===== src/rtl/rgbw_pwm_fader.sv =====
// rgbw_pwm_fader
//   N-channel PWM generator. Each channel slews its working duty (cur) toward
//   a loaded target duty (tgt) once per PWM period, so duty changes only ever
//   take effect at period boundaries and the outputs never glitch mid-period.
//
// Ports
//   clk           system clock
//   reset         synchronous, active-high reset
//   en            tick enable; the period counter advances only when high
//   duty_in       target duties, channel i at duty_in[i*WIDTH +: WIDTH]
//   load          one-cycle strobe capturing duty_in into the target registers
//   fade_step     per-period slew step; 0 jumps straight to target
//   pwm_out       registered PWM outputs
//   duty_cur      duty currently in use per channel
//   load_ack      one-cycle pulse the cycle after a load is captured
//   period_start  one-cycle pulse the cycle after the counter wraps
//   fading        high while any channel's duty differs from its target
module rgbw_pwm_fader #(
    parameter int CHANNELS = 4,
    parameter int WIDTH    = 8,
    parameter int STEP_W   = 4
) (
    input  logic                      clk,
    input  logic                      reset,
    input  logic                      en,
    input  logic [CHANNELS*WIDTH-1:0] duty_in,
    input  logic                      load,
    input  logic [STEP_W-1:0]         fade_step,
    output logic [CHANNELS-1:0]       pwm_out,
    output logic [CHANNELS*WIDTH-1:0] duty_cur,
    output logic                      load_ack,
    output logic                      period_start,
    output logic                      fading
);

    // Counter runs 0..2^WIDTH-2, giving a period of 2^WIDTH-1 ticks so that a
    // full-scale duty of 2^WIDTH-1 is constantly high.
    localparam logic [WIDTH-1:0] CNT_LAST = {{(WIDTH-1){1'b1}}, 1'b0};

    logic [WIDTH-1:0] cnt;
    logic [WIDTH-1:0] cur     [CHANNELS];
    logic [WIDTH-1:0] tgt     [CHANNELS];
    logic [WIDTH-1:0] cur_nxt [CHANNELS];
    logic [WIDTH-1:0] tgt_nxt [CHANNELS];
    logic [WIDTH:0]   step_ext;
    logic             boundary;
    logic             fading_nxt;

    assign boundary = en && (cnt == CNT_LAST);
    assign step_ext = (WIDTH+1)'(fade_step);

    // Slew arithmetic is done one bit wider than the duty so that the clamp
    // comparisons cannot wrap; a load on a boundary edge is deliberately not
    // seen by that boundary (it uses the registered tgt).
    always_comb begin
        fading_nxt = 1'b0;
        for (int i = 0; i < CHANNELS; i++) begin
            cur_nxt[i] = cur[i];
            tgt_nxt[i] = load ? duty_in[i*WIDTH +: WIDTH] : tgt[i];
            if (boundary) begin
                if (fade_step == '0) begin
                    cur_nxt[i] = tgt[i];
                end else if (cur[i] < tgt[i]) begin
                    if (({1'b0, cur[i]} + step_ext) >= {1'b0, tgt[i]})
                        cur_nxt[i] = tgt[i];
                    else
                        cur_nxt[i] = cur[i] + step_ext[WIDTH-1:0];
                end else if (cur[i] > tgt[i]) begin
                    if ({1'b0, cur[i]} <= ({1'b0, tgt[i]} + step_ext))
                        cur_nxt[i] = tgt[i];
                    else
                        cur_nxt[i] = cur[i] - step_ext[WIDTH-1:0];
                end
            end
            if (cur_nxt[i] != tgt_nxt[i])
                fading_nxt = 1'b1;
        end
    end

    always_ff @(posedge clk) begin
        if (reset) begin
            cnt          <= '0;
            pwm_out      <= '0;
            load_ack     <= 1'b0;
            period_start <= 1'b0;
            fading       <= 1'b0;
            for (int i = 0; i < CHANNELS; i++) begin
                cur[i] <= '0;
                tgt[i] <= '0;
            end
        end else begin
            load_ack     <= load;
            period_start <= boundary;
            fading       <= fading_nxt;
            for (int i = 0; i < CHANNELS; i++)
                tgt[i] <= tgt_nxt[i];
            if (en) begin
                cnt <= boundary ? '0 : cnt + WIDTH'(1);
                for (int i = 0; i < CHANNELS; i++) begin
                    cur[i]     <= cur_nxt[i];
                    pwm_out[i] <= (cnt < cur[i]);
                end
            end
        end
    end

    for (genvar g = 0; g < CHANNELS; g++) begin : g_duty_cur
        assign duty_cur[g*WIDTH +: WIDTH] = cur[g];
    end

endmodule


===== config.mk =====
export PLATFORM = sky130hd
export DESIGN_NAME = rgbw_pwm_fader
export DESIGN_NICKNAME = d
export VERILOG_FILES = /design/src/rtl/rgbw_pwm_fader.sv
export SDC_FILE = /design/constraint.sdc
export NUM_CORES = 1
export LEC_CHECK = 0
export ABC_AREA = 1
export CORE_AREA = 3 3 206 107
export CTS_CLUSTER_SIZE = 16
export DETAILED_ROUTE_END_ITERATION = 6
export DIE_AREA = 0 0 209 110
export HOLD_SLACK_MARGIN = 0.08
export PLACE_DENSITY = 0.77
export SLEW_MARGIN = 10
export SYNTH_ARGS = -nofsm -noshare
export SYNTH_HDL_FRONTEND = slang
export SYNTH_SLANG_ARGS = --single-unit

===== constraint.sdc =====
create_clock -name clk -period 3.5 [get_ports clk]
set_input_delay 0.35 -clock clk [delete_from_list [all_inputs] [get_ports clk]]
set_output_delay 0.35 -clock clk [all_outputs]
set_load 0.02 [all_outputs]

==> impl_metrics.json <==
{
  "p_per_area_mw_per_mm2": 315,
  "max_slew.worst_pin.slew_ns": 0.830,
  "stdcell_count": 2397,
  "worst_slack_ns": -0.356,
  "ios": 79,
  "r2r_start": "cur[2][1]$_SDFFCE_PN0P_",
  "cts_buffer_depth": 2,
  "hold_path_startpoint": "reset",
  "cp-start-kind": "register",
  "worst_path_most_repeated_cell": "nand2_2",
  "clk_latency_ns": 0.36,
  "p_leak_uw": 0.00815,
  "cts_tree": "done",
  "rows": 37,
  "vias": 13651,
  "antenna_left": 0,
  "area_delta_synth_final_pct": 36.0,
  "critPathSlowestCell": "edfxtp_1",
  "detail_route.iter0.violations": 1863,
  "globalplace.congestion": 1.09,
  "async_reset_ff_frac": 0,
  "synth_top_cell_area_share": 0.191,
  "die_area_mm2": 0.0230,
  "synth_top_cell_by_area": "ha_1",
  "rsz0062_at_grt": "yes",
  "placed_area_mm2": 0.0141,
  "grt_usage": 0.353,
  "grt_overflow_total": 0,
  "postLayoutCellArea_mm2": 0.0155,
  "cts_buffers": 9,
  "grt_pass1_vias": 11957,
  "layout_commonest_cell": "nand2_1",
  "post-route-min-period_ns": 3.86,
  "layout.nets": 2345,
  "avgRoutedWirePerCell_um": 18.0,
  "violations": "negative setup slack",
  "drive_gt1_frac": 0.243,
  "dp_slack_ns": -1.10,
  "crit_required_ns": 3.75,
  "ys_ff_latch": 79,
  "port_buffers": 78,
  "wl_um": 43200,
  "synth_edf_count": 32,
  "clockRootBuffer": "clkbuf_16",
  "drt_pass1_iterations": 6,
  "core_area_mm2": 0.0204,
  "syn_nets": 2034,
  "arrival_ns": 4.11,
  "syn_inst": 1808,
  "yosysSeqAreaShare": 0.167,
  "hold_violations": 0,
  "initial_core_util": 0.560,
  "rrSetupSlack_ns": -0.36,
  "fmax_ghz": 0.259,
  "synth_area_leaders": "ha_1, nand2_1, edfxtp_1, dfxtp_1, nand3_1",
  "drc": 0,
  "end_kind": "register",
  "finalCritPeriodShare": 1.10,
  "synth_warnings": 0,
  "max_stage_delay_ns": 0.57,
  "cts.sinks": 79,
  "placed_cells": 2340,
  "die_x_um": 209,
  "syn_area_mm2": 0.0114,
  "fin_skew_ns": 0.0104,
  "setup_violations": 5,
  "syn_area_per_cell_um2": 6.31,
  "slew_headroom": 0.442,
  "status": "finished, violations left",
  "ys.flop_type": "dfxtp_1",
  "via_per_inst": 5.70,
  "maxSlewViolCount": 0,
  "maxCapViolCount": 0,
  "h-tree-depth": 3,
  "grt_pass1_wl_um": 63900,
  "antenna_found_initial": 0,
  "crit_type": "register to register",
  "hp-class": "input pin to register",
  "dp_hpwl_um": 32200,
  "reg2reg_depth": 34,
  "holdPathStages": 2,
  "synth.distinct_cells": 46,
  "peakVddDrop_uv": 239,
  "hold_path_end": "tgt[0][5]$_SDFF_PP0_",
  "die_y_um": 110,
  "path_clk_slew_ns": 0.07,
  "grt_max_degree": 46,
  "r2r_end": "fading$_SDFF_PP0_",
  "final_cell_mix": "nand2_1, buf_4, inv_1, nand3_1, ha_1",
  "hold_ws_ns": 0.409,
  "n_antenna_cell": 0,
  "worstPathMaxFanout": 5
}
[sequential cells by signal, summed over array words and instances (netlist names)]
signal and flops:
cur 32, cnt 8, load_ack 1, pwm_out 4
period_start 1, tgt 32, fading 1
[metal layers]
layer  up-vias  track usage  part of all wire
met4         0       0.0859             0.029
li1       6527            -                 -
met2       848        0.540              0.42
met3       134       0.0953              0.14
met5         -            0                 0
met1      6142        0.497              0.41
[per-stage QoR]
stage / util / power (uW) / setup TNS, ns
after floorplan: - / 2610 / 0
after global placement: 0.693 / 3490 / -19.32
after detailed placement: 0.693 / 3530 / -20.79
after CTS: 0.725 / 4570 / -0.182
after global routing: 0.762 / 5180 / -1.83
final: 0.762 / 4880 / -0.647
[cell type report]
class | count | area, um2
Inverter | 234 | 883
Clock inverter | 7 | 55.1
Tap cell | 273 | 342
Sequential cell | 79 | 1900
Multi-Input combinational cell | 1445 | 9090
Fill cell | 1517 | 4850
Clock buffer | 9 | 225
Timing Repair Buffer | 350 | 3020
[kinds of logic (layout without fill, tap and decap cells)]
logic type	count (synthesis)	in the layout	synth area share
buf+inv	284	600	0.0986
compound gates	226	226	0.112
simple gates	975	975	0.366
xor+xnor	58	58	0.0445
flops	79	79	0.167
fa+ha+maj	186	186	0.212
[Yosys cell counts, types with 12 or more instances]
library cell / instances
nand2_1: 556
inv_1: 210
ha_1: 174
nand3_1: 167
nor2_1: 148
a21oi_1: 132
dfxtp_1: 47
xor2_1: 47
o21ai_0: 44
nand4_1: 34
edfxtp_1: 32
or2_2: 25
clkbuf_1: 23
inv_2: 21
o21ai_1: 18
buf_2: 17
nand2_2: 13
nand3b_1: 13
fa_1: 12
[power breakdown]
part           switching, uW  leakage [uW]  internal [uW]
combinational           1630       0.00728           1220
sequential              90.5      0.000744           1020
clock                    441      0.000133            490
total                   2160       0.00815           2720
[critical path: cells and delay by family (launching register included)]
family                   cells  cell delay, ns
AO/OA/AOI/OAI                1            0.12
adder cells (fa/ha/maj)      2            0.46
XOR/XNOR                     1            0.15
flip-flops                   1            0.57
buffers and inverters        7            0.62
AND/OR/NAND/NOR             23            1.84
[worst max-delay path by stage]
stage                                  startpoint                end  slack, ns
after floorplan           cur[0][2]$_SDFFCE_PN0P_  fading$_SDFF_PP0_      0.006
after global placement               fade_step[2]  fading$_SDFF_PP0_      -1.09
after detailed placement             fade_step[2]  fading$_SDFF_PP0_      -1.10
after CTS                 cur[0][2]$_SDFFCE_PN0P_  fading$_SDFF_PP0_      -0.18
after global routing      cur[2][1]$_SDFFCE_PN0P_  fading$_SDFF_PP0_      -0.58
final                     cur[2][1]$_SDFFCE_PN0P_  fading$_SDFF_PP0_      -0.36
[repair_timing]
action / in CTS / in global routing
cloned: 1 / 0
setup buffers: 17 / 25
pin swaps: 27 / 104
hold buffers: 0 / 0
setup endpoints to repair: 33 / 33
resized for setup: 66 / 141
(Power assumes the default switching activity.)
